**src/rtl/instruction_fetch_unit_if.sv**
```systemverilog
// Fetch-unit bus: memory address/data plus the decode-side valid/ready handshake and redirect.
interface instruction_fetch_unit_if;
  logic [31:0] instruction_address_o;
  logic [31:0] instruction_i;
  logic        redirect_i;
  logic [31:0] redirect_pc_i;
  logic        fetch_ready_i;
  logic        fetch_valid_o;
  logic [31:0] fetch_instr_o;
  logic [31:0] fetch_pc_o;

  modport master (
    output instruction_address_o,
    output fetch_valid_o,
    output fetch_instr_o,
    output fetch_pc_o,
    input  instruction_i,
    input  redirect_i,
    input  redirect_pc_i,
    input  fetch_ready_i
  );

  modport slave (
    input  instruction_address_o,
    input  fetch_valid_o,
    input  fetch_instr_o,
    input  fetch_pc_o,
    output instruction_i,
    output redirect_i,
    output redirect_pc_i,
    output fetch_ready_i
  );
endinterface

```
**src/rtl/instruction_fetch_unit.sv**
```systemverilog
// Instruction fetch: PC register feeding a 2-entry {pc, instr} FIFO toward decode.
// Redirect flushes the FIFO and reloads the PC; reset overrides everything.
module instruction_fetch_unit #(
  parameter logic [31:0] RESET_PC = 32'h0000_0000
) (
  input  logic                      clk_i,
  input  logic                      rst_i,
  instruction_fetch_unit_if.master  bus
);

  localparam logic [31:0] RESET_PC_ALIGNED = {RESET_PC[31:2], 2'b00};

  logic [31:0] pc;
  logic [31:0] fifo_pc    [2];
  logic [31:0] fifo_instr [2];
  logic        rd_ptr;
  logic        wr_ptr;
  logic [1:0]  count;
  logic        valid;
  logic        deq;
  logic        enq;

  assign valid = (count != 2'd0);
  assign deq   = valid && bus.fetch_ready_i;
  assign enq   = !bus.redirect_i && ((count < 2'd2) || deq);

  assign bus.instruction_address_o = {pc[31:2], 2'b00};
  assign bus.fetch_valid_o         = valid;
  assign bus.fetch_instr_o         = fifo_instr[rd_ptr];
  assign bus.fetch_pc_o            = fifo_pc[rd_ptr];

  always_ff @(posedge clk_i) begin
    if (rst_i) begin
      pc     <= RESET_PC_ALIGNED;
      count  <= 2'd0;
      rd_ptr <= 1'b0;
      wr_ptr <= 1'b0;
    end else if (bus.redirect_i) begin
      // A concurrent dequeue is still consumed by decode; the flush discards the rest.
      pc     <= {bus.redirect_pc_i[31:2], 2'b00};
      count  <= 2'd0;
      rd_ptr <= 1'b0;
      wr_ptr <= 1'b0;
    end else begin
      if (enq) begin
        pc     <= pc + 32'd4;
        wr_ptr <= ~wr_ptr;
      end
      if (deq) begin
        rd_ptr <= ~rd_ptr;
      end
      case ({enq, deq})
        2'b10:   count <= count + 2'd1;
        2'b01:   count <= count - 2'd1;
        default: count <= count;
      endcase
    end
  end

  // Payload storage is deliberately unreset; it is only observed when count != 0.
  always_ff @(posedge clk_i) begin
    if (!rst_i && enq) begin
      fifo_pc[wr_ptr]    <= {pc[31:2], 2'b00};
      fifo_instr[wr_ptr] <= bus.instruction_i;
    end
  end

endmodule

```
**src/flat_wrapper.sv**
```systemverilog
// flat-port wrapper written by rule: the top's interface ports become plain ports
module instruction_fetch_unit_flat 
#(
  parameter logic [31:0] RESET_PC = 32'h0000_0000
)
  (clk_i, rst_i, bus_instruction_address_o, bus_fetch_valid_o, bus_fetch_instr_o, bus_fetch_pc_o, bus_instruction_i, bus_redirect_i, bus_redirect_pc_i, bus_fetch_ready_i);
  instruction_fetch_unit_if bus_i ();
  input  logic clk_i;
  input  logic rst_i;
  output wire logic [$bits(bus_i.instruction_address_o)-1:0] bus_instruction_address_o;
  output wire logic [$bits(bus_i.fetch_valid_o)-1:0] bus_fetch_valid_o;
  output wire logic [$bits(bus_i.fetch_instr_o)-1:0] bus_fetch_instr_o;
  output wire logic [$bits(bus_i.fetch_pc_o)-1:0] bus_fetch_pc_o;
  input wire logic [$bits(bus_i.instruction_i)-1:0] bus_instruction_i;
  input wire logic [$bits(bus_i.redirect_i)-1:0] bus_redirect_i;
  input wire logic [$bits(bus_i.redirect_pc_i)-1:0] bus_redirect_pc_i;
  input wire logic [$bits(bus_i.fetch_ready_i)-1:0] bus_fetch_ready_i;
  assign bus_instruction_address_o = bus_i.instruction_address_o;
  assign bus_fetch_valid_o = bus_i.fetch_valid_o;
  assign bus_fetch_instr_o = bus_i.fetch_instr_o;
  assign bus_fetch_pc_o = bus_i.fetch_pc_o;
  assign bus_i.instruction_i = bus_instruction_i;
  assign bus_i.redirect_i = bus_redirect_i;
  assign bus_i.redirect_pc_i = bus_redirect_pc_i;
  assign bus_i.fetch_ready_i = bus_fetch_ready_i;
  instruction_fetch_unit #(.RESET_PC(RESET_PC)) u_core (.clk_i(clk_i), .rst_i(rst_i), .bus(bus_i));
endmodule
```
**config.mk**
```make
export PLATFORM = sky130hd
export DESIGN_NAME = instruction_fetch_unit_flat
export DESIGN_NICKNAME = d
export VERILOG_FILES = /design/src/rtl/instruction_fetch_unit_if.sv /design/src/rtl/instruction_fetch_unit.sv /design/src/flat_wrapper.sv
export SDC_FILE = /design/constraint.sdc
export NUM_CORES = 1
export LEC_CHECK = 0
export ABC_CLOCK_PERIOD_IN_PS = 9150
export CORE_ASPECT_RATIO = 0.75
export CORE_MARGIN = 10
export CORE_UTILIZATION = 46
export DETAILED_ROUTE_END_ITERATION = 16
export DONT_BUFFER_PORTS = 1
export HOLD_SLACK_MARGIN = 0.08
export PLACE_DENSITY = 0.64
export SLEW_MARGIN = 20
export SYNTH_ARGS = -nofsm -noshare
export SYNTH_HDL_FRONTEND = slang
export SYNTH_SLANG_ARGS = --single-unit
```
**constraint.sdc**
```tcl
create_clock -name clk_i -period 9.15 [get_ports clk_i]
set_clock_uncertainty 0.1 [all_clocks]
set_input_delay 0.915 -clock clk_i [delete_from_list [all_inputs] [get_ports clk_i]]
set_output_delay 0.915 -clock clk_i [all_outputs]
set_load 0.05 [all_outputs]
```
==> results.sh <==
export IMPL_status="complete, no violations"
export IMPL_cp_start_kind="register"
export IMPL_synth_area_mux_share_pct=10.6
export IMPL_synth_xor_area_share_pct=1.59
export IMPL_holdBufCountCts=0
export IMPL_row_count=37
export IMPL_drt_wirelength_per_cell_um=23.4
export IMPL_crit_buf_inv=1
export IMPL_clkSinkCount=159
export IMPL_synthArstFlopShare_pct=0
export IMPL_fp_dieW_um=158
export IMPL_peakVddDrop_uv=138
export IMPL_syn_area_um2=6600
export IMPL_critPathArrivalTime_ns=2.24
export IMPL_slew_headroom_pct=33.2
export IMPL_crit_type="register to output port"
export IMPL_coreArea_um2=13900
export IMPL_synth_top_family_by_area="simple AND/OR/NAND/NOR gates"
export IMPL_grt_max_degree=43
export IMPL_crit_required_ns=8.14
export IMPL_postSynthAreaPerCell_um2=14.3
export IMPL_crit_family="flip-flops"
export IMPL_syn_instance_count=462
export IMPL_gp_congestion=0.783
export IMPL_p_leak_nw=2.36
export IMPL_max_freq_ghz=0.307
export IMPL_synth_top_cell_area_share_pct=56.4
export IMPL_drive_above_1_share_pct=23.8
export IMPL_finalMaxSlewViolations=0
export IMPL_yosys_top_cells_count="124 x edfxtp_1, 62 x mux2_2, 35 x dfxtp_1"
export IMPL_antenna_found_initial=0
export IMPL_die_area_um2=19600
export IMPL_ys_types=50
export IMPL_start_util_pct=47.5
export IMPL_cp_cell_sequence="buf_4 > mux2_2"
export IMPL_finalNetCount=528
export IMPL_vias=3840
export IMPL_finalHoldViolCount=0
export IMPL_fin_crit_sh_pct=35.6
export IMPL_place_hpwl_mm=10.3
export IMPL_grt_pass1_wl_mm=22.6
export IMPL_setup_viol=0
export IMPL_port_buffers=0
export IMPL_placed_area_um2=6740
export IMPL_synth_area_leader_cell="edfxtp_1"
export IMPL_finalPower_mw=1.71
export IMPL_slowest_delay_ns=0.68
export IMPL_cts_tree="done"
export IMPL_route_final_wire_length_mm=15.1
export IMPL_die_h_um=124
export IMPL_drtAntennaViolNets=0
export IMPL_fin_tns_setup_ns=0
export IMPL_fin_util_pct=52.8
export IMPL_grt_pass1_vias=3829
export IMPL_slowest_stage="dfxtp_2"
export IMPL_ys_seq_elements=159
export IMPL_crit_path_end_kind="output port"
export IMPL_vias_per_cell=5.94
export IMPL_synth_edff_count=124
export IMPL_first_pass_iters=5
export IMPL_track_usage_pct=15.2
export IMPL_cts_root_buf="clkbuf_16"
export IMPL_drc=0
export IMPL_powerDensity_nw_per_um2=233
export IMPL_ioPinCount=165
export IMPL_cap_violations=0
export IMPL_yosys_warnings=0
export IMPL_synth_most_common_cell="edfxtp_1"
export IMPL_clock_latency_ns=0.42
export IMPL_synth_compound_area_share_pct=6.86
export IMPL_area_growth_pct=11.1
export IMPL_clkTransAtPathRegs_ns=0.07
export IMPL_timing_final_crit_period_ns=3.25
export IMPL_stdcell_area_um2=7340
export IMPL_post_cts_buffers=0
export IMPL_rsz0062_at_grt="no"
export IMPL_synth_simple_gate_area_share_pct=10.8
export IMPL_yosys_top_cells_area="edfxtp_1 56%, dfxtp_1 11%, mux2_2 11%"
export IMPL_drtIter0Drc=220
export IMPL_ctsResizeCount=0
export IMPL_whs_ns=0.419
export IMPL_worst_path_max_fanout=40
export IMPL_clockBufferDepth=2
export IMPL_rrSetupSlack_ns=6.21
export IMPL_synthAdderAreaFrac_pct=0.379
export IMPL_hold_path_class="register to register"
export IMPL_tightestPinTransition_ns=0.992
export IMPL_antenna_cells=0
export IMPL_overflow=0
export IMPL_cts_made_buffers=17
export IMPL_ys_seq_area_share_pct=67.0
export IMPL_ys_flop_type="edfxtp_1"
export IMPL_htreeDepth=4
==> worst min-delay path: stages, from the launching register on <==
cell	delay, ns
dfxtp_1	0.33
xnor2_1	0.08
nor2_1	0.08
==> per-layer routing <==
layer | track usage [%] | wire length [um] | up-vias
met5 | 0 | 0 | -
met4 | 5.08 | 181 | 0
met3 | 7.20 | 1620 | 17
met2 | 23.1 | 7130 | 149
met1 | 18.7 | 6180 | 1897
li1 | - | - | 1777
==> logic make-up after synthesis <==
| kind of cell | after synthesis |
|---|---|
| AO/OA/AOI/OAI | 56 |
| XOR/XNOR | 12 |
| adder cells (fa/ha/maj) | 2 |
| buffers and inverters | 42 |
| flip-flops | 159 |
| multiplexers | 62 |
| other | 1 |
| AND/OR/NAND/NOR | 128 |
==> cells in the final DEF, fill, tap and decap left out, types with 5 or more instances in the layout <==
cell       instances
clkbuf_16         17
nand4_1            7
nand2_1           22
edfxtp_1         124
a311oi_1           8
and4_1             8
mux2_2            62
o21ai_0            5
nand3_1           12
a21oi_1            6
buf_4              5
dfxtp_1           34
nor2_1            31
a211oi_1          13
nor3_1             7
nor4_1             8
inv_1             11
o31ai_1            5
xnor2_1            8
nor2b_1            5
==> layout make-up <==
cell class                 instances  area (um^2)
tap                              175          219
inverter                          11         41.3
fill                            1157         6550
sequential                       159         4430
clock inverter                    14          165
timing repair buffer               5         37.5
multi-input combinational        264         2020
clock buffer                      18          429
==> power by group <==
group | internal [mW] | switching, mW | total, mW | leakage [nW]
combinational | 0.0308 | 0.0937 | 0.124 | 0.635
sequential | 0.811 | 0.0609 | 0.872 | 1.44
clock | 0.428 | 0.282 | 0.710 | 0.282
total | 1.27 | 0.436 | 1.71 | 2.36
==> state kept, by name, summed over array words and instances (netlist names), named ones only <==
| signal | cells |
|---|---|
| u_core.rd_ptr | 1 |
| u_core.count | 2 |
| u_core.wr_ptr | 1 |
| u_core.fifo_instr | 64 |
| u_core.pc | 30 |
| u_core.fifo_pc | 60 |
==> per-stage QoR <==
stage	worst slack, ns	cells
finish	5.90	646
global route	5.74	646
floorplan	2.75	465
CTS	5.83	646
global placement	6.07	614
detailed placement	6.01	614
==> final timing paths <==
| kind | from | to | depth (start not counted) |
|---|---|---|---|
| worst max-delay path | register | bus_fetch_pc_o[20] | 2 |
| worst max register to register | u_core.pc[2] | u_core.pc[22] | 5 |
| worst min register to register | u_core.rd_ptr | register | 2 |
| worst min-delay path | u_core.rd_ptr | register | 2 |
(Power assumes the default switching activity.)
